[src/rtl/button_conditioner.sv]
// Push-button conditioner: synchroniser, debounce FSM, press/release/auto-repeat pulses
// and a clean debounced level, all registered on clk.
//
// state    | meaning
// ---------+-----------------------------------------------------------
// IDLE     | button released and accepted as released
// DB_PRESS | btn_s high, counting stable cycles before accepting press
// HELD     | press accepted, timing the delay to the first repeat
// REPEAT   | auto-repeat active, pulsing every REPEAT_RATE_CYCLES
// DB_REL   | btn_s low, counting stable cycles before accepting release
module button_conditioner #(
  parameter int SYNC_STAGES         = 2,
  parameter int DEBOUNCE_CYCLES     = 50000,
  parameter int REPEAT_DELAY_CYCLES = 2500000,
  parameter int REPEAT_RATE_CYCLES  = 1000000,
  parameter int CNT_W               = 22
) (
  input  logic clk,
  input  logic reset,
  input  logic button,
  input  logic repeat_en,
  output logic button_level,
  output logic press_pulse,
  output logic release_pulse,
  output logic repeat_pulse,
  output logic step_pulse,
  output logic long_press
);

  typedef enum logic [2:0] {
    IDLE     = 3'd0,
    DB_PRESS = 3'd1,
    HELD     = 3'd2,
    REPEAT   = 3'd3,
    DB_REL   = 3'd4
  } state_t;

  localparam logic [CNT_W-1:0] DB_MAX = CNT_W'(DEBOUNCE_CYCLES - 1);
  localparam logic [CNT_W-1:0] RD_MAX = CNT_W'(REPEAT_DELAY_CYCLES - 1);
  localparam logic [CNT_W-1:0] RR_MAX = CNT_W'(REPEAT_RATE_CYCLES - 1);

  logic [SYNC_STAGES-1:0] sync_q, sync_d;
  state_t                 state_q, state_d;
  logic [CNT_W-1:0]       cnt_q, cnt_d;
  logic                   level_q, level_d;
  logic                   press_q, press_d;
  logic                   release_q, release_d;
  logic                   repeat_q, repeat_d;
  logic                   long_q, long_d;
  logic                   btn_s;

  assign sync_d = {sync_q[SYNC_STAGES-2:0], button};
  assign btn_s  = sync_q[SYNC_STAGES-1];

  always_ff @(posedge clk or negedge reset) begin
    if (!reset) begin
      sync_q    <= '0;
      state_q   <= IDLE;
      cnt_q     <= '0;
      level_q   <= 1'b0;
      press_q   <= 1'b0;
      release_q <= 1'b0;
      repeat_q  <= 1'b0;
      long_q    <= 1'b0;
    end else begin
      sync_q    <= sync_d;
      state_q   <= state_d;
      cnt_q     <= cnt_d;
      level_q   <= level_d;
      press_q   <= press_d;
      release_q <= release_d;
      repeat_q  <= repeat_d;
      long_q    <= long_d;
    end
  end

  always_comb begin
    state_d   = state_q;
    cnt_d     = cnt_q + CNT_W'(1);
    level_d   = level_q;
    press_d   = 1'b0;
    release_d = 1'b0;
    repeat_d  = 1'b0;
    case (state_q)
      IDLE: begin
        cnt_d = '0;
        if (btn_s) state_d = DB_PRESS;
      end
      DB_PRESS: begin
        if (!btn_s) begin
          state_d = IDLE;
          cnt_d   = '0;
        end else if (cnt_q == DB_MAX) begin
          state_d = HELD;
          cnt_d   = '0;
          press_d = 1'b1;
          level_d = 1'b1;
        end
      end
      HELD: begin
        if (!btn_s) begin
          state_d = DB_REL;
          cnt_d   = '0;
        end else if (cnt_q == RD_MAX) begin
          // With repeat disabled the delay timer parks at its terminal count.
          if (repeat_en) begin
            state_d  = REPEAT;
            cnt_d    = '0;
            repeat_d = 1'b1;
          end else begin
            cnt_d = cnt_q;
          end
        end
      end
      REPEAT: begin
        if (!btn_s) begin
          state_d = DB_REL;
          cnt_d   = '0;
        end else if (!repeat_en) begin
          state_d = HELD;
          cnt_d   = '0;
        end else if (cnt_q == RR_MAX) begin
          cnt_d    = '0;
          repeat_d = 1'b1;
        end
      end
      DB_REL: begin
        if (btn_s) begin
          state_d = HELD;
          cnt_d   = '0;
        end else if (cnt_q == DB_MAX) begin
          state_d   = IDLE;
          cnt_d     = '0;
          release_d = 1'b1;
          level_d   = 1'b0;
        end
      end
      default: begin
        state_d = IDLE;
        cnt_d   = '0;
        level_d = 1'b0;
      end
    endcase
    long_d = (state_d == REPEAT);
  end

  assign button_level  = level_q;
  assign press_pulse   = press_q;
  assign release_pulse = release_q;
  assign repeat_pulse  = repeat_q;
  assign step_pulse    = press_q | repeat_q;
  assign long_press    = long_q;

endmodule
[config.mk]
export PLATFORM = sky130hd
export DESIGN_NAME = button_conditioner
export DESIGN_NICKNAME = d
export VERILOG_FILES = /design/src/rtl/button_conditioner.sv
export SDC_FILE = /design/constraint.sdc
export NUM_CORES = 1
export LEC_CHECK = 0
export ABC_AREA = 1
export CORE_MARGIN = 1
export CORE_UTILIZATION = 55
export DETAILED_ROUTE_END_ITERATION = 8
export PLACE_DENSITY_LB_ADDON = 0.12
export SETUP_SLACK_MARGIN = 0.5
export SYNTH_ARGS = -nofsm -noshare
export SYNTH_HDL_FRONTEND = slang
export SYNTH_SLANG_ARGS = --single-unit
[constraint.sdc]
create_clock -name clk -period 2.5 [get_ports clk]
set_input_delay 0.25 -clock clk [delete_from_list [all_inputs] [get_ports clk]]
set_output_delay 0.25 -clock clk [all_outputs]
set_load 0.01 [all_outputs]
* Word-level counts from Yosys, hierarchy flattened
Index checks and enable logic that the tools add are counted.
Operators by class: reduce and logical (&&, ||, !) cells 3, muxes and demuxes 38, bitwise logic cells 2, equal/unequal tests 13, add/sub/neg operators 1
Operator list (number):
- 2-to-1 mux 22 bit | 9
- case mux 22 bit (4 select lines) | 1
- 2-to-1 mux 3 bit | 10
- adder 22 x 1 -> 22 bit (second input constant) | 1
- == test 22 x 16 -> 1 bit (second input constant) | 1
- == test 22 x 20 -> 1 bit (second input constant) | 1
- == test 22 bit (second input constant) | 1
- 2-to-1 mux 1 bit | 15
- case mux 3 bit (5 select lines) | 1
- == test 3 x 2 -> 1 bit (second input constant) | 3
- inequality test 2 bit (second input constant) | 4
- AND reduction 5 bit | 1
- inequality test 4 bit (second input constant) | 1
- == test 3 x 1 -> 1 bit (second input constant) | 1
- == test 3 bit (second input constant) | 1
- logical NOT 3 bit | 1
- case mux 1 bit (3 select lines) | 1
- OR reduction 3 bit | 1
- case mux 1 bit (2 select lines) | 1
- NOT 1 bit | 1
- OR 1 bit | 1
Storage, ports and cells: word-level logic and storage cells 65, register bits after elaboration 32, bits of input ports 4

* Longest topological paths before layout
Gate-level depths: netlist of run 1.
depth after elaboration 5, mapped depth 11

* Worst setup path before layout of run 1
Ideal clock, no wire load.
path type register to register, from reg cnt_q[0], to reg cnt_q[11], setup slack 0.862 ns, arrival time 1.517 ns, stages on the path, launching flop included 9, data required time 2.379 ns, cells stage by stage dfrtp_1 > ha_1 > nand3_1 > nor2_1 > nand3_2 > o21ai_4 > nand3_4 > nor2_2 > nor2_1
On the way: longest elaborated chain between the ends 5, elaborated cells between the ends (all ways) 14
RTL lines:
- start, declared | RTL line 44 | logic [CNT_W-1:0] cnt_q, cnt_d;
- start signal, assigned | RTL line 68 | cnt_q <= cnt_d;
- adder 22 x 1 -> 22 bit or == test 22 x 20 -> 1 bit (tied branches) | RTL line 79, 122
- 2-to-1 mux 22 bit | RTL line 122 | end else if (cnt_q == RR_MAX) begin
- 2-to-1 mux 22 bit | RTL line 119 | end else if (!repeat_en) begin
- 2-to-1 mux 22 bit | RTL line 116 | if (!btn_s) begin
- case mux 22 bit (4 select lines) | RTL line 84 | case (state_q)
Parallel ways exist; a longest one is shown, timed or not. A chain may end at the register's enable or synchronous reset.

* Worst setup path after layout of run 1
from reg cnt_q[0], to reg cnt_q[17]
The elaborated chain is that of the path after synthesis.

==> results of run 1 <==
## report_power, final
| group | internal (mW) | leakage [nW] | switching [mW] |
|---|---|---|---|
| Combinational | 0.0221 | 0.811 | 0.0479 |
| Clock | 0.352 | 0.0645 | 0.201 |
| Sequential | 0.524 | 0.439 | 0.0102 |
## stage by stage
stage / total power [mW] / hold WS [ns] / cell area [µm²] / worst slack [ns] / utilization
finish: 1.156 / 0.3510 / 2436 / 0.6573 / 0.6556
detailed placement: 0.6138 / 0.3364 / 2301 / 0.5926 / 0.6192
global route: 1.194 / 0.3551 / 2436 / 0.5087 / 0.6556
CTS: 1.165 / 0.3531 / 2427 / 0.5752 / 0.6532
floorplan: 0.5836 / -0.04559 / 2177 / 0.8620 / -
global placement: 0.6130 / 0.3380 / 2301 / 0.6440 / 0.6192
## worst reg2reg max path, cell delays in order, from the launching register on
cell     delay [ns]
dfrtp_2        0.43
ha_2           0.25
nand4_1        0.21
nor2_2         0.19
nand3_1        0.15
nand2_2        0.14
nand3_4        0.17
nand3_1        0.13
nand2_1        0.06
## sequential cells by signal, summed over array words and instances, names as in the netlist
| signal | flops |
|---|---|
| button_level | 1 |
| cnt_q | 22 |
| long_press | 1 |
| press_pulse | 1 |
| release_pulse | 1 |
| repeat_pulse | 1 |
| state_q | 3 |
| sync_q | 2 |
## per-layer routing
layer  global-route usage  wire (µm)
met5                    0          0
met4               0.1111        111
met3              0.05458        309
met2               0.4427       2327
met1               0.3796       2393
## Yosys cell counts, drive strengths merged
library cell   n  share of area
nand2         91           0.16
nor2          69           0.13
inv           55          0.095
dfrtp         32           0.37
nand3         26          0.072
nand4         10          0.039
nor3          10          0.030
xor2          10          0.040
o21ai          7          0.021
buf            5          0.016
xnor2          2         0.0080
a21oi          1         0.0023
a31oi          1         0.0029
ha             1         0.0057
nand3b         1         0.0034
o211ai         1         0.0034
or2            1         0.0029
## layout make-up
type,count,area (µm²),share of cell area
clock buffers,7,96.34,0.03955
inverters,55,206.4,0.08475
flip-flops and latches,32,802.0,0.3292
well taps,48,60.06,0.02465
multi-input cells,231,1144,0.4694
clock inverters,1,30.03,0.01233
repair buffers,10,97.59,0.04006
## cells by family (layout without fill, tap and decap cells)
family | count (synthesis) | after routing | share of synthesized area
fa+ha+maj | 1 | 1 | 0.005746
xor+xnor | 12 | 12 | 0.04828
compound gates | 10 | 10 | 0.02989
flops | 32 | 32 | 0.3678
buf+inv | 60 | 73 | 0.1103
simple gates | 208 | 208 | 0.4379
## worst max-delay path by stage
| stage | end | slack, ns |
|---|---|---|
| finish | cnt_q[17] | 0.66 |
| CTS | cnt_q[17] | 0.58 |
| detailed placement | cnt_q[11] | 0.59 |
| floorplan | cnt_q[11] | 0.86 |
| global route | cnt_q[11] | 0.51 |
| global placement | cnt_q[11] | 0.64 |
==> reports/metrics.yaml, run 1 <==
status: "finished, final reports clean"
cp.required_ns: 2.67
htree_levels: 2
finalNetCount: 340
rows: 22
cp_num_buf_inv: 0
cts_buffers: 5
io_buffers: 9
crit_start: "cnt_q[0]"
p_leak_nw: 1.315
antenna_found_initial: 0
worstSetupPathDepth: 8
period_needed_ns: 1.843
vdd_ir_drop_max_mv: 0.3604
coreArea_um2: 3716
drc: 0
grt_pass1_vias: 1838
powerDensity_nw_per_um2: 474.7
die_y_um: 64.92
clk_pin_slew_ns: 0.07
cap_violations: 0
r2r_start: "cnt_q[0]"
fin_tns_setup_ns: 0
layout-drive-gt1-share: 0.1101
end_kind: "flip-flop"
drt-initial-drc-count: 186
fin_cells: 384
hpwl_um: 3799
num_vias: 2005
cts_setup_buffers: 0
r2r_end: "cnt_q[17]"
slowest_stage: "dfrtp_2"
grt_pass1_wl_um: 8811
rsz0062_at_grt: "no"
initial_core_util: 0.5859
layout_common_cells: "nand2_1 (87), nor2_1 (64), inv_1 (50)"
worst_pin_slew_ns: 0.4093
synth_cells: 323
drv_slew: 0
ctsHoldBuffers: 0
place.gp.congestion: 0.9258
synth_warnings: 0
setup_violations: 0
fillers: 353
layout_commonest_cell: "nand2_1"
clock_skew_ns: 0.01064
overflow: 0
crit_top_cell: "nand3_1"
crit_family: "simple AND/OR/NAND/NOR gates"
wirelength_um: 5141
max-slew-margin-rel: 0.7271
vias_per_cell: 5.221
worstPathCellList: "ha_2, nand4_1, nor2_2, nand3_1, nand2_2, nand3_4, nand3_1, nand2_1"
timing.fmax_mhz: 542.7
clk_root_buffer_cell: "clkbuf_8"
clk_latency_ns: 0.30
reg2reg_depth: 8
ff2ff_setup_slack_ns: 0.66
grt_usage: 0.2821
syn_to_final_growth_pct: 11.90
dr.pass1.iters: 4
pin_count: 10
path_class: "flip-flop to flip-flop"
syn_area_per_cell_um2: 6.740
cts_tree: "yes"
clock_sinks: 32
grt_max_degree: 33
synth_seq_cells: 32
wl_per_cell_um: 13.39
synth_area_um2: 2177
final-hold-violation-count: 0
ant_nets: 0
diodes: 0
period_share: 0.7371
die-area_um2: 4214
yosysSeqAreaShare: 0.3678
hold_path.class: "primary input to async pin"
crit_arrival_ns: 2.01
dp.cells: 376
synth_cell_types: 29
clockBufferDepth: 2
max_stage_delay_ns: 0.43
worstSetupStartpointType: "flip-flop"
worst-path-max-fanout: 10
synthesis.nets: 328
die_w_um: 64.92
ctsResizeCount: 0
Note: power is estimated with default switching activity, not from simulation.
==> inputs of run 2 (changes only) <==
==> constraint.sdc (replaced) <==
create_clock -name clk -period 1.7 [get_ports clk]
set_input_delay 0.17 -clock clk [delete_from_list [all_inputs] [get_ports clk]]
set_output_delay 0.17 -clock clk [all_outputs]
set_load 0.01 [all_outputs]
==> run 2 against run 1 <==
Compared with the run above:
- the flow now finishes with violations (negative setup slack)
- fmax rose by 4.3%
- register-to-register slack got worse by 0.72 ns
- setup slack got worse by 0.72 ns
- total power rose by 41%
- clock skew fell by 0.0039 ns
- clock-buffer cell count fell by 1
- critical path depth fell by 1
- clock power rose by 29%
- sequential power rose by 47%
- final cell count rose by 9.6%
- largest power group is now registers
- highest routed layer unchanged
==> reports/metrics.yaml, run 2 (synthesis results as in run 1) <==
status: "finished with violations"  # was finished, final reports clean
violations: "negative setup slack"
clock_sinks: 32  # unchanged
final_util: 0.7795  # was 0.6556
grt_pass1_vias: 2038  # was 1838
clockBufferDepth: 2  # unchanged
antenna_found_initial: 0  # unchanged
die-area_um2: 4214  # unchanged
layout_commonest_cell: "nand2_1"  # unchanged
clock_skew_ns: 0.006725  # was 0.01064 ns
vias_per_cell: 5.392  # was 5.221
power_mw: 1.636  # was 1.156 mW
hpwl_um: 3793  # was 3799 µm
initial_core_util: 0.5859  # unchanged
num_vias: 2270  # was 2005
max-slew-margin-rel: 0.7283  # was 0.7271
clk_root_buffer_cell: "clkbuf_8"  # unchanged
rsz0062_at_grt: "yes"  # was no
hold_path.class: "primary input to async pin"  # unchanged
grt_pass1_wl_um: 9411  # was 8811 µm
end_kind: "flip-flop"  # unchanged
drc: 0  # unchanged
grt_max_degree: 33  # unchanged
worst-path-max-fanout: 5  # was 10
drt-initial-drc-count: 227  # was 186
worst_pin_slew_ns: 0.4075  # was 0.4093 ns
clk_pin_slew_ns: 0.06  # was 0.07 ns
finalNetCount: 377  # was 340
syn_to_final_growth_pct: 33.05  # was 11.90%
vdd_ir_drop_max_mv: 0.5182  # was 0.3604 mV
drv_slew: 0  # unchanged
final-hold-violation-count: 0  # unchanged
die_w_um: 64.92  # unchanged
place.gp.congestion: 0.9352  # was 0.9258
overflow: 0  # unchanged
layout_common_cells: "nand2_1 (82), nor2_1 (55), inv_1 (47)"  # was nand2_1 (87), nor2_1 (64), inv_1 (50)
layout-drive-gt1-share: 0.2976  # was 0.1101
timing.fmax_mhz: 566.2  # was 542.7 MHz
period_needed_ns: 1.766  # was 1.843 ns
clk_latency_ns: 0.29  # was 0.30 ns
slowest_stage: "dfrtp_1"  # was dfrtp_2
ant_nets: 0  # unchanged
crit_top_cell: "nor2_1"  # was nand3_1
rows: 22  # unchanged
die_y_um: 64.92  # unchanged
cts_tree: "yes"  # unchanged
worstSetupStartpointType: "flip-flop"  # unchanged
cap_violations: 0  # unchanged
io_buffers: 9  # unchanged
wl_per_cell_um: 14.98  # was 13.39 µm
reg_top3: "cnt_q: 22 flops, state_q: 3 flops, sync_q: 2 flops"  # unchanged
setup_violations: 21  # was 0
max_stage_delay_ns: 0.50  # was 0.43 ns
p_leak_nw: 1.537  # was 1.315 nW
path_class: "flip-flop to flip-flop"  # unchanged
fin_tns_setup_ns: -0.7432  # was 0 ns
pin_count: 10  # unchanged
ff2ff_setup_slack_ns: -0.07  # was 0.66 ns
cp.required_ns: 1.87  # was 2.67 ns
coreArea_um2: 3716  # unchanged
place_ws_ns: 0.02205  # was 0.5926 ns
top_register: "cnt_q"  # unchanged
crit_arrival_ns: 1.94  # was 2.01 ns
worstPathCellList: "nand2_1, nor2_1, nand2_1, nor2_1, nand3_1, o21ai_0, nor2_1"  # was ha_2, nand4_1, nor2_2, nand3_1, nand2_2, nand3_4, nand3_1, nand2_1
fillers: 242  # was 353
dr.pass1.iters: 5  # was 4
period_share: 1.039  # was 0.7371
fin_ws_ns: -0.06601  # was 0.6573 ns
grt_usage: 0.3034  # was 0.2821
diodes: 0  # unchanged
largest_register_ffs: 22  # unchanged
htree_levels: 2  # unchanged
powerDensity_nw_per_um2: 564.7  # was 474.7 nW/µm²
crit_start: "cnt_q[3]"  # was cnt_q[0]
wirelength_um: 6305  # was 5141 µm
r2r_start: "cnt_q[3]"  # was cnt_q[0]
cts_buffers: 5  # unchanged
==> run 2: timing repair <==
action	in CTS	in global routing
gates cloned	1	0
setup endpoints to repair	36	31
hold buffers	0	0
resized for setup	28	38
pin swaps	16	12
buffers inserted	16	12
endpoints found under the hold margin	0	0
==> run 2: per-stage QoR <==
step,cell area [µm²],hold slack [ns],instances
detailed placement,2390,0.3378,384
global route,2897,0.3223,421
CTS,2686,0.2980,409
floorplan,2206,-0.1256,323
finish,2897,0.2854,421
global placement,2390,0.3339,384
==> run 2: metal layers <==
metal / vias up / GRT usage / share of wire
met3: 17 / 0.06690 / 0.088
met1: 1035 / 0.4159 / 0.41
li1: 1095 / - / -
met2: 123 / 0.4635 / 0.47
met4: 0 / 0.1167 / 0.024
met5: - / 0 / 0
==> run 2: cell type report <==
type / instances / area, µm² / share of cell area
Multi-Input combinational cell: 232 / 1313 / 0.4531
Clock inverter: 2 / 35.03 / 0.01210
Clock buffer: 6 / 72.57 / 0.02505
Sequential cell: 32 / 815.8 / 0.2816
Tap cell: 48 / 60.06 / 0.02073
Inverter: 55 / 211.5 / 0.07300
Timing Repair Buffer: 46 / 389.1 / 0.1343
==> run 2: worst max-delay path, delay by kind of cell, from the launching register on <==
| kind | cells | cell delay, ns |
|---|---|---|
| flops | 1 | 0.50 |
| simple gates | 6 | 0.93 |
| compound gates | 1 | 0.22 |
==> run 2: worst paths after layout <==
path,cells past startpoint,endpoint
max,7,cnt_q[11]
min reg2reg,0,sync_q[1]
max reg2reg,7,cnt_q[11]
max in group asynchronous,2,cnt_q[2]
min,2,cnt_q[9]
min in group clk,1,sync_q[0]
==> run 2: power by group <==
part           leakage [nW]  total, mW  internal (mW)  switching (mW)
Sequential            0.420      0.786          0.770          0.0157
Clock                0.0552      0.712          0.434           0.277
Combinational          1.06      0.138         0.0436          0.0944
==> inputs of run 3 (changes only) <==
--- a/config.mk
+++ b/config.mk
@@ -7,9 +7,10 @@
 export LEC_CHECK = 0
 export ABC_AREA = 1
 export CORE_MARGIN = 1
-export CORE_UTILIZATION = 55
+export CORE_UTILIZATION = 40
 export DETAILED_ROUTE_END_ITERATION = 8
 export PLACE_DENSITY_LB_ADDON = 0.12
+export RECOVER_POWER = 50
 export SETUP_SLACK_MARGIN = 0.5
 export SYNTH_ARGS = -nofsm -noshare
 export SYNTH_HDL_FRONTEND = slang
==> run 3 against run 2 <==
Compared with the run above:
- the run now ends clean
- combinational power down 12%
- final cell count grew 2.9%
- via count decreased by 8.6%
- critical path depth grew 1
- sequential power about the same
- worst hold slack improved by 0.070 ns
- register-to-register slack gained 0.099 ns
- largest cell class unchanged
- largest power group unchanged
- highest routed layer unchanged
==> reports/metrics.yaml, run 3 (synthesis results as in run 1) <==
die_w_um: 75.78  # was 64.92 µm
wirelength_um: 5780  # was 6305 µm
setup_violations: 0  # was 21
fin_tns_setup_ns: 0  # was -0.7432 ns
cts_buffers: 5  # unchanged
drc: 0  # unchanged
multiInputGateArea_um2: 1215  # was 1313 µm²
max-slew-margin-rel: 0.4382  # was 0.7283
htree_levels: 2  # unchanged
num_vias: 2074  # was 2270
fin_cells: 433  # was 421
drt-initial-drc-count: 143  # was 227
fillers: 494  # was 242
clockBufferDepth: 2  # unchanged
layout-drive-gt1-share: 0.2231  # was 0.2976
wl_per_cell_um: 13.35  # was 14.98 µm
cp_num_buf_inv: 1  # was 0
seqCellArea_um2: 809.5  # was 815.8 µm²
drv_slew: 0  # unchanged
vias_per_cell: 4.790  # was 5.392
rsz0062_at_grt: "yes"  # unchanged
hold_path.class: "flip-flop to flip-flop"  # was primary input to async pin
antenna_found_initial: 0  # unchanged
worst_pin_slew_ns: 0.8427  # was 0.4075 ns
syn_to_final_growth_pct: 24.48  # was 33.05%
max_stage_delay_ns: 0.41  # was 0.50 ns
place.gp.congestion: 0.8914  # was 0.9352
hpwl_um: 4216  # was 3793 µm
io_buffers: 9  # unchanged
powerDensity_nw_per_um2: 561.6  # was 564.7 nW/µm²
period_share: 0.9807  # was 1.039
period_needed_ns: 1.667  # was 1.766 ns
status: "finished, final reports clean"  # was finished with violations
grt_usage: 0.2277  # was 0.3034
clock_skew_ns: 0.004774  # was 0.006725 ns
rows: 26  # was 22
dp.cells: 412  # was 384
timing.fmax_mhz: 599.8  # was 566.2 MHz
clk_root_buffer_cell: "clkbuf_8"  # unchanged
cts_tree: "yes"  # unchanged
grt_max_degree: 33  # unchanged
coreArea_um2: 5172  # was 3716 µm²
layout_commonest_cell: "nand2_1"  # unchanged
clk_pin_slew_ns: 0.07  # was 0.06 ns
clk_latency_ns: 0.29  # about the same
vdd_ir_drop_max_mv: 0.3069  # was 0.5182 mV
overflow: 0  # unchanged
p_leak_nw: 1.474  # was 1.537 nW
pin_count: 10  # unchanged
end_kind: "flip-flop"  # unchanged
ctsHoldBuffers: 0  # unchanged
path_class: "flip-flop to flip-flop"  # unchanged
layout_common_cells: "nand2_1 (87), nor2_1 (57), inv_1 (50)"  # was nand2_1 (82), nor2_1 (55), inv_1 (47)
crit_family: "simple AND/OR/NAND/NOR gates"  # unchanged
dr.pass1.iters: 5  # unchanged
die_y_um: 75.78  # was 64.92 µm
grt_pass1_vias: 1920  # was 2038
final-hold-violation-count: 0  # unchanged
reg_top3: "cnt_q: 22 flops, state_q: 3 flops, sync_q: 2 flops"  # unchanged
slowest_stage: "dfrtp_1"  # unchanged
diodes: 0  # unchanged
worstPathCellList: "ha_4, nand4_1, nor2_2, nand3_2, nand2_4, nand4_4, nand2_1, inv_1"  # was nand2_1, nor2_1, nand2_1, nor2_1, nand3_1, o21ai_0, nor2_1
grt_pass1_wl_um: 9466  # was 9411 µm
die-area_um2: 5742  # was 4214 µm²
largest_register_ffs: 22  # unchanged
ff2ff_setup_slack_ns: 0.03  # was -0.07 ns
worst-path-max-fanout: 8  # was 5
cp.required_ns: 1.89  # was 1.87 ns
finalNetCount: 367  # was 377
top_register: "cnt_q"  # unchanged
cap_violations: 0  # unchanged
power_mw: 1.522  # was 1.636 mW
worstSetupStartpointType: "flip-flop"  # unchanged
clock_sinks: 32  # unchanged
crit_arrival_ns: 1.85  # was 1.94 ns
initial_core_util: 0.4209  # was 0.5859
ant_nets: 0  # unchanged
[run 3: power by group]
group | internal [mW] | switching, mW | total [mW]
Combinational | 0.0387 | 0.0820 | 0.121
Sequential | 0.770 | 0.0154 | 0.785
Clock | 0.323 | 0.293 | 0.616
Total | 1.13 | 0.390 | 1.52
[run 3: worst paths after layout]
| path | startpoint | to | cells past startpoint |
|---|---|---|---|
| worst min-delay path | sync_q[0] | sync_q[1] | 0 |
| worst max register to register | cnt_q[1] | cnt_q[15] | 8 |
| worst max-delay path | cnt_q[1] | cnt_q[15] | 8 |
| max in group asynchronous | reset | cnt_q[4] | 2 |
| min in group asynchronous | reset | cnt_q[13] | 2 |
| worst min register to register | sync_q[0] | sync_q[1] | 0 |
[run 3: stage by stage]
| step | area [µm²] | utilization | hold WS (ns) | worst slack [ns] |
|---|---|---|---|---|
| 2_1_floorplan | 2206 | - | -0.1256 | 0.2031 |
| 3_3_place_gp | 2462 | 0.4761 | 0.3342 | 0.007815 |
| 6_report | 2710 | 0.5239 | 0.3557 | 0.03279 |
| 4_1_cts | 2680 | 0.5181 | 0.3000 | 0.04265 |
| 5_1_grt | 2710 | 0.5239 | 0.3602 | -0.09229 |
| 3_5_place_dp | 2462 | 0.4761 | 0.3411 | -0.005626 |
[run 3: timing repair]
action | CTS | global route
cloned | 1 | 0
gates resized for setup | 22 | 11
endpoints found under the setup margin | 36 | 31
setup buffers | 11 | 1
pin swaps | 14 | 10
[run 3: layer usage]
| metal | part of all wire | up-vias | global-route usage |
|---|---|---|---|
| li1 | - | 1068 | - |
| met1 | 0.49 | 945 | 0.3176 |
| met2 | 0.45 | 53 | 0.3471 |
| met3 | 0.041 | 8 | 0.03968 |
| met4 | 0.020 | 0 | 0.09465 |
| met5 | 0 | - | 0 |
[run 3: area by class of cell]
type / count / area share
clock inverter: 2 / 0.003693
inverter: 55 / 0.07710
sequential: 32 / 0.2987
tap: 70 / 0.03232
timing repair buffer: 36 / 0.1094
clock buffer: 6 / 0.03047
multi-input combinational: 232 / 0.4483
